==> src/rtl/grant_index_pkg.sv <==
// ---------------------------------------------------------------------------
// grant_index_pkg
// Purpose : Shared widths, buffer-occupancy state encoding and the one-hot
//           to lane-index encode helper for the grant index encoder.
// Contents: IDX_W, NUM_LANES, state_e {EMPTY, ONE, FULL}, encode_onehot().
// ---------------------------------------------------------------------------
package grant_index_pkg;

  localparam int unsigned IDX_W     = 2;
  localparam int unsigned NUM_LANES = 4;

  // Buffer occupancy of the 2-entry output channel
  typedef enum logic [1:0] {
    EMPTY = 2'd0,
    ONE   = 2'd1,
    FULL  = 2'd2
  } state_e;

  // Lane number of the set bit; only meaningful for a one-hot vector
  function automatic logic [IDX_W-1:0] encode_onehot(input logic [NUM_LANES-1:0] vec);
    logic [IDX_W-1:0] res;
    res = '0;
    for (int unsigned i = 0; i < NUM_LANES; i++) begin
      if (vec[i]) begin
        res = IDX_W'(i);
      end
    end
    return res;
  endfunction

endpackage : grant_index_pkg

==> src/rtl/grant_index_encoder_onehot_check_4.sv <==
// ---------------------------------------------------------------------------
// onehot_check_4
// Purpose : Combinational classifier for a 4-lane grant vector.
// Ports   :
//   vec_i         in  [3:0] grant vector {g3,g2,g1,g0}
//   is_zero_c_o   out       no lane set
//   is_onehot_c_o out       exactly one lane set
//   idx_c_o       out [1:0] lane index (valid when is_onehot_c_o)
// ---------------------------------------------------------------------------
module onehot_check_4
  import grant_index_pkg::*;
(
  input  logic [NUM_LANES-1:0] vec_i,
  output logic                 is_zero_c_o,
  output logic                 is_onehot_c_o,
  output logic [IDX_W-1:0]     idx_c_o
);

  // Clearing the lowest set bit leaves zero only for a single-bit vector
  always_comb begin
    is_zero_c_o   = (vec_i == '0);
    is_onehot_c_o = !is_zero_c_o &&
                    ((vec_i & (vec_i - NUM_LANES'(1))) == '0);
    idx_c_o       = encode_onehot(vec_i);
  end

endmodule : onehot_check_4

==> src/rtl/grant_index_encoder.sv <==
// ---------------------------------------------------------------------------
// grant_index_encoder
// Purpose : Captures a one-hot 4-lane grant, checks legality, encodes it to a
//           2-bit lane index and delivers it through a 2-entry skid buffer.
// Ports   :
//   clk        in        system clock, rising edge
//   rst        in        synchronous active-high reset
//   g0..g3     in        grant lanes (g3 highest priority)
//   in_valid   in        grant vector valid
//   in_ready   out       vector can be accepted (registered, state only)
//   idx        out [1:0] lane index of head entry
//   out_valid  out       idx valid
//   out_ready  in        downstream accepts idx
//   err        out       sticky: a multi-hot vector was accepted
//   err_vec    out [3:0] first multi-hot vector accepted
//   cnt0..cnt3 out [CNT_W-1:0] saturating per-lane grant counters
//              (present only when GRANT_INDEX_COUNT_EN is defined)
// Optional feature macro: GRANT_INDEX_COUNT_EN
// ---------------------------------------------------------------------------
module grant_index_encoder
  import grant_index_pkg::*;
#(
  parameter int unsigned DEPTH = 2,
  parameter int unsigned CNT_W = 8
) (
  input  logic                 clk,
  input  logic                 rst,
  input  logic                 g0,
  input  logic                 g1,
  input  logic                 g2,
  input  logic                 g3,
  input  logic                 in_valid,
  output logic                 in_ready,
  output logic [IDX_W-1:0]     idx,
  output logic                 out_valid,
  input  logic                 out_ready,
  output logic                 err,
  output logic [NUM_LANES-1:0] err_vec
`ifdef GRANT_INDEX_COUNT_EN
  ,
  output logic [CNT_W-1:0]     cnt0,
  output logic [CNT_W-1:0]     cnt1,
  output logic [CNT_W-1:0]     cnt2,
  output logic [CNT_W-1:0]     cnt3
`endif
);

  // The buffer is hard-wired to two entries
  if (DEPTH != 2 || CNT_W == 0) begin : g_param_chk
    $error("grant_index_encoder: DEPTH must be 2 and CNT_W must be non-zero");
  end

  logic [NUM_LANES-1:0] vec;
  logic                 chk_zero;
  logic                 chk_onehot;
  logic [IDX_W-1:0]     chk_idx;

  state_e               state_q, state_d;
  logic [IDX_W-1:0]     head_q, head_d;
  logic [IDX_W-1:0]     tail_q, tail_d;
  logic                 out_valid_q;
  logic                 in_ready_q;
  logic                 err_q, err_d;
  logic [NUM_LANES-1:0] err_vec_q, err_vec_d;

  logic                 accept;
  logic                 push;
  logic                 pop;
  logic                 bad;

  assign vec = {g3, g2, g1, g0};

  // Input-stage legality check
  onehot_check_4 u_check (
    .vec_i         (vec),
    .is_zero_c_o   (chk_zero),
    .is_onehot_c_o (chk_onehot),
    .idx_c_o       (chk_idx)
  );

  // Handshake qualifiers; only a legal vector is pushed
  always_comb begin
    accept = in_valid && in_ready_q;
    push   = accept && chk_onehot;
    pop    = out_valid_q && out_ready;
    bad    = accept && !chk_zero && !chk_onehot;
  end

  // Occupancy next-state and entry update
  always_comb begin
    state_d = state_q;
    head_d  = head_q;
    tail_d  = tail_q;
    case (state_q)
      EMPTY: begin
        if (push) begin
          state_d = ONE;
          head_d  = chk_idx;
        end
      end
      ONE: begin
        if (push && pop) begin
          // Head leaves and the new index takes its place
          head_d = chk_idx;
        end else if (push) begin
          state_d = FULL;
          tail_d  = chk_idx;
        end else if (pop) begin
          state_d = EMPTY;
        end
      end
      FULL: begin
        if (pop) begin
          state_d = ONE;
          head_d  = tail_q;
        end
      end
      default: begin
        state_d = EMPTY;
      end
    endcase
  end

  // Sticky error flag; only the first offending vector is kept
  always_comb begin
    err_d     = err_q || bad;
    err_vec_d = err_vec_q;
    if (bad && !err_q) begin
      err_vec_d = vec;
    end
  end

  // State and registered outputs; flags follow the next occupancy state
  always_ff @(posedge clk) begin
    if (rst) begin
      state_q     <= EMPTY;
      head_q      <= '0;
      tail_q      <= '0;
      out_valid_q <= 1'b0;
      in_ready_q  <= 1'b1;
      err_q       <= 1'b0;
      err_vec_q   <= '0;
    end else begin
      state_q     <= state_d;
      head_q      <= head_d;
      tail_q      <= tail_d;
      out_valid_q <= (state_d != EMPTY);
      in_ready_q  <= (state_d != FULL);
      err_q       <= err_d;
      err_vec_q   <= err_vec_d;
    end
  end

  assign idx       = head_q;
  assign out_valid = out_valid_q;
  assign in_ready  = in_ready_q;
  assign err       = err_q;
  assign err_vec   = err_vec_q;

`ifdef GRANT_INDEX_COUNT_EN
  logic [CNT_W-1:0] cnt_q [NUM_LANES];
  logic [CNT_W-1:0] cnt_d [NUM_LANES];

  // Saturating per-lane count of legal pushes
  always_comb begin
    for (int unsigned l = 0; l < NUM_LANES; l++) begin
      cnt_d[l] = cnt_q[l];
      if (push && (chk_idx == IDX_W'(l)) && (cnt_q[l] != {CNT_W{1'b1}})) begin
        cnt_d[l] = cnt_q[l] + CNT_W'(1);
      end
    end
  end

  always_ff @(posedge clk) begin
    for (int unsigned l = 0; l < NUM_LANES; l++) begin
      if (rst) begin
        cnt_q[l] <= '0;
      end else begin
        cnt_q[l] <= cnt_d[l];
      end
    end
  end

  assign cnt0 = cnt_q[0];
  assign cnt1 = cnt_q[1];
  assign cnt2 = cnt_q[2];
  assign cnt3 = cnt_q[3];
`endif

endmodule : grant_index_encoder

==> config.mk <==
export PLATFORM = sky130hd
export DESIGN_NAME = grant_index_encoder
export DESIGN_NICKNAME = d
export VERILOG_FILES = /design/src/rtl/grant_index_pkg.sv /design/src/rtl/grant_index_encoder_onehot_check_4.sv /design/src/rtl/grant_index_encoder.sv
export SDC_FILE = /design/constraint.sdc
export NUM_CORES = 1
export LEC_CHECK = 0
export CAP_MARGIN = 20
export CORE_MARGIN = 2
export CORE_UTILIZATION = 35
export DETAILED_ROUTE_END_ITERATION = 12
export PLACE_DENSITY = 0.66
export SLEW_MARGIN = 20
export SYNTH_ARGS = -nofsm -noshare
export SYNTH_HDL_FRONTEND = slang
export SYNTH_SLANG_ARGS = --single-unit
==> constraint.sdc <==
create_clock -name clk -period 1.6 [get_ports clk]
set_input_delay 0.24 -clock clk [delete_from_list [all_inputs] [get_ports clk]]
set_output_delay 0.24 -clock clk [all_outputs]
set_load 0.05 [all_outputs]
==> flow_metrics.tcl, run 1 <==
set metrics [dict create \
    die_x_um 46.70 \
    path_clk_slew_ns 0.08 \
    crit_path_end_kind "flip-flop" \
    drtIter0Drc 16 \
    fmax_mhz 653.3 \
    power_frac_comb_pct 26.8 \
    rows 15 \
    yosysSeqAreaShare_pct 40.78 \
    worstPathArrival_ns 1.73 \
    dieHeight_um 46.70 \
    synth_adder_area_share_pct 1.569 \
    place_area_um2 878.3 \
    syn_nets 79 \
    synthXorXnorAreaFrac_pct 1.373 \
    synth_compound_area_share_pct 30.00 \
    synth.distinct_cells 29 \
    route.detailed.drc 0 \
    leakage_uw 0.0003790 \
    met2WireLength_um 667 \
    core-area_mm2 0.001727 \
    die-area_mm2 0.002181 \
    period_minus_slack_ns 1.531 \
    diodes 0 \
    min_path_type "primary input to flip-flop" \
    cts_tree "built" \
    wl_met1_um 654 \
    yosysMostFrequentCell "dfxtp_1" \
    synth_area_leader_cell "dfxtp_1" \
    synth_cells 71 \
    async_reset_ff_share_pct 0 \
    outcome "finished clean" \
    synth_common_cells "dfxtp_1 (13), nor2_1 (8), a21oi_1 (6), inv_1 (5), mux2i_1 (5)" \
    h-tree-depth 1 \
    overflow 0 \
    dr.pass1.iters 3 \
    ys_ff_latch 13 \
    ir_drop_v 0.0004633 \
    synth-simple-area-share_pct 13.14 \
    synth_warnings 0 \
    synthToLayoutAreaGrowth_pct 43.92 \
    grt_max_degree 10 \
    clk_latency_ns 0.28 \
    power.total_uw 772.6 \
    worst_pin_slew_ns 0.3600 \
    root_buffer "clkbuf_4" \
    holdWs_ns 0.3414 \
    synth_top_family_by_area "compound AO/OA/AOI/OAI gates" \
    worstPathRequired_ns 1.80 \
    dp.final_hpwl_mm 1.086 \
    grt_pass1_wl_mm 2.297 \
    fillers 168 \
    route.met3.wl_um 38 \
    instances_no_fill 123 \
    nets 107 \
    switching_power_uw 246.4 \
    setup.worst_path.start_class "primary input" \
    post-place-cells 119 \
    clock_power_share_pct 27.3 \
    port_buffers 16 \
    gp_congestion 0.7430 \
    slew_headroom_pct 75.97 \
    start_util_pct 36.96 \
    cap_violations 0 \
    synth_area_um2 638.1 \
    grt_pass1_vias 540 \
    crit_type "primary input to flip-flop" \
    viasPerCell 4.959 \
    grt_usage_pct 15.48 \
    grt_setup_unrepaired "true" \
    antenna_found_initial 0 \
    routed-via-count 610 \
    synth_ff_type "dfxtp_1" \
    finalInstanceArea_um2 918.4 \
    setup_violations 0 \
    wl_per_cell_um 11.40 \
    finalWirelength_mm 1.402 \
    detail-route-antenna-nets 0 \
    avgSynthCellArea_um2 8.987 \
    fin_ws_ns 0.06920 \
    top_layer "met4" \
    pin_count 17 \
    clock_path_buffers 2 \
    finalClockSkew_ns 0.003471 \
    power-per-cell-area_mw_per_mm2 841.3 \
    power_frac_seq_pct 45.9 \
    final_max_slew_viol_count 0 \
    p_int_uw 526.2 \
    sw_frac_of_total_pct 31.89 \
    fin_crit_sh_pct 95.67 \
    synth_top_area_share_pct 40.78 \
    synth_edf_count 0 \
    final_hold_viol_count 0 \
    synthTopCellsByArea "dfxtp_1 (41%), mux2i_1 (7.8%), a21oi_1 (4.7%)" \
    hold_buffers 0 \
    clock_sinks 13 \
    worstPathMaxFanout 6 \
    synthMuxAreaShare_pct 7.843 \
    post-place-ws_ns -0.5180 \
    drive_gt1_share_pct 32.65 \
    numCtsBuffers 3 \
]
==> worst max-delay path, stage by stage <==
cell and delay, ns:
clkdlybuf4s15_1 0.18, or3_4 0.33, or2_4 0.29, a211oi_4 0.34, a21oi_1 0.11, a311oi_1 0.24
==> per-layer routing <==
metal  track usage [%]  up-vias
met5                 0        -
li1                  -      313
met1             19.76      283
met4             10.00        0
met2             22.50        9
met3             4.706        5
==> final cells by class <==
cell class	count	area, um2	share of cell area, %
repair buffers	27	210.2	22.89
inverters	5	18.77	2.044
flip-flops and latches	13	264.0	28.75
clock buffers	4	26.28	2.861
well taps	25	31.28	3.406
multi-input cells	49	367.9	40.05
==> flip-flops by register name, indices dropped and copies added (netlist names) <==
register   flops
tail_q         2
out_valid      1
state_q        2
idx            2
err_vec        4
in_ready       1
err            1
==> what timing repair did <==
action,CTS,global route
setup buffers,0,1
pin swaps,4,5
resized for setup,11,3
endpoints found under the setup margin,12,10
==> path summary, 6_finish.rpt <==
kind              cells after the start  slack, ns          to  startpoint
setup / recovery                      6       0.07   tail_q[1]          g2
hold / removal                        4       0.34  err_vec[0]          g0
setup reg to reg                      5       0.26      idx[1]   out_valid
hold reg to reg                       2       0.47      idx[1]      idx[1]
==> through the flow <==
stage	utilization [%]	setup TNS (ns)
after floorplan	-	0
after global placement	50.87	-5.759
after detailed placement	50.87	-5.905
after CTS	51.67	0
after global routing	53.19	-0.03838
final	53.19	0
==> placed cells by master (no fill, tap or decap), drive strengths merged, types with 2 or more instances in the layout <==
cell type      count
a311oi             2
mux2i              5
nand2              2
a21oi              6
o21ai              3
a211oi             4
inv                5
nand2b             2
nor2               8
buf               22
clkdlybuf4s50      4
o41ai              2
dfxtp             13
clkbuf             4
==> logic make-up (layout without fill, tap and decap cells) <==
logic type               count (synthesis)  after routing
AO/OA/AOI/OAI                           25             25
AND/OR/NAND/NOR                         17             17
flip-flops                              13             13
buffers and inverters                    9             36
multiplexers                             5              5
adder cells (fa/ha/maj)                  1              1
XOR/XNOR                                 1              1
==> power by group through the flow <==
stage	Combinational, uW	Clock [uW]	Sequential, uW
3_5_place_dp	202	0	362
6_report	207	211	355
5_1_grt	222	229	358
2_1_floorplan	72.6	0	411
3_3_place_gp	201	0	361
4_1_cts	198	214	354
(Power assumes the default switching activity.)
==> run 2: changes to the inputs <==
--- a/config.mk
+++ b/config.mk
@@ -5,7 +5,6 @@
 export SDC_FILE = /design/constraint.sdc
 export NUM_CORES = 1
 export LEC_CHECK = 0
-export CAP_MARGIN = 20
 export CORE_MARGIN = 2
 export CORE_UTILIZATION = 35
 export DETAILED_ROUTE_END_ITERATION = 12
==> results of run 2 <==
Same layout as run 1: the final DEF is identical, and so are final timing and power.
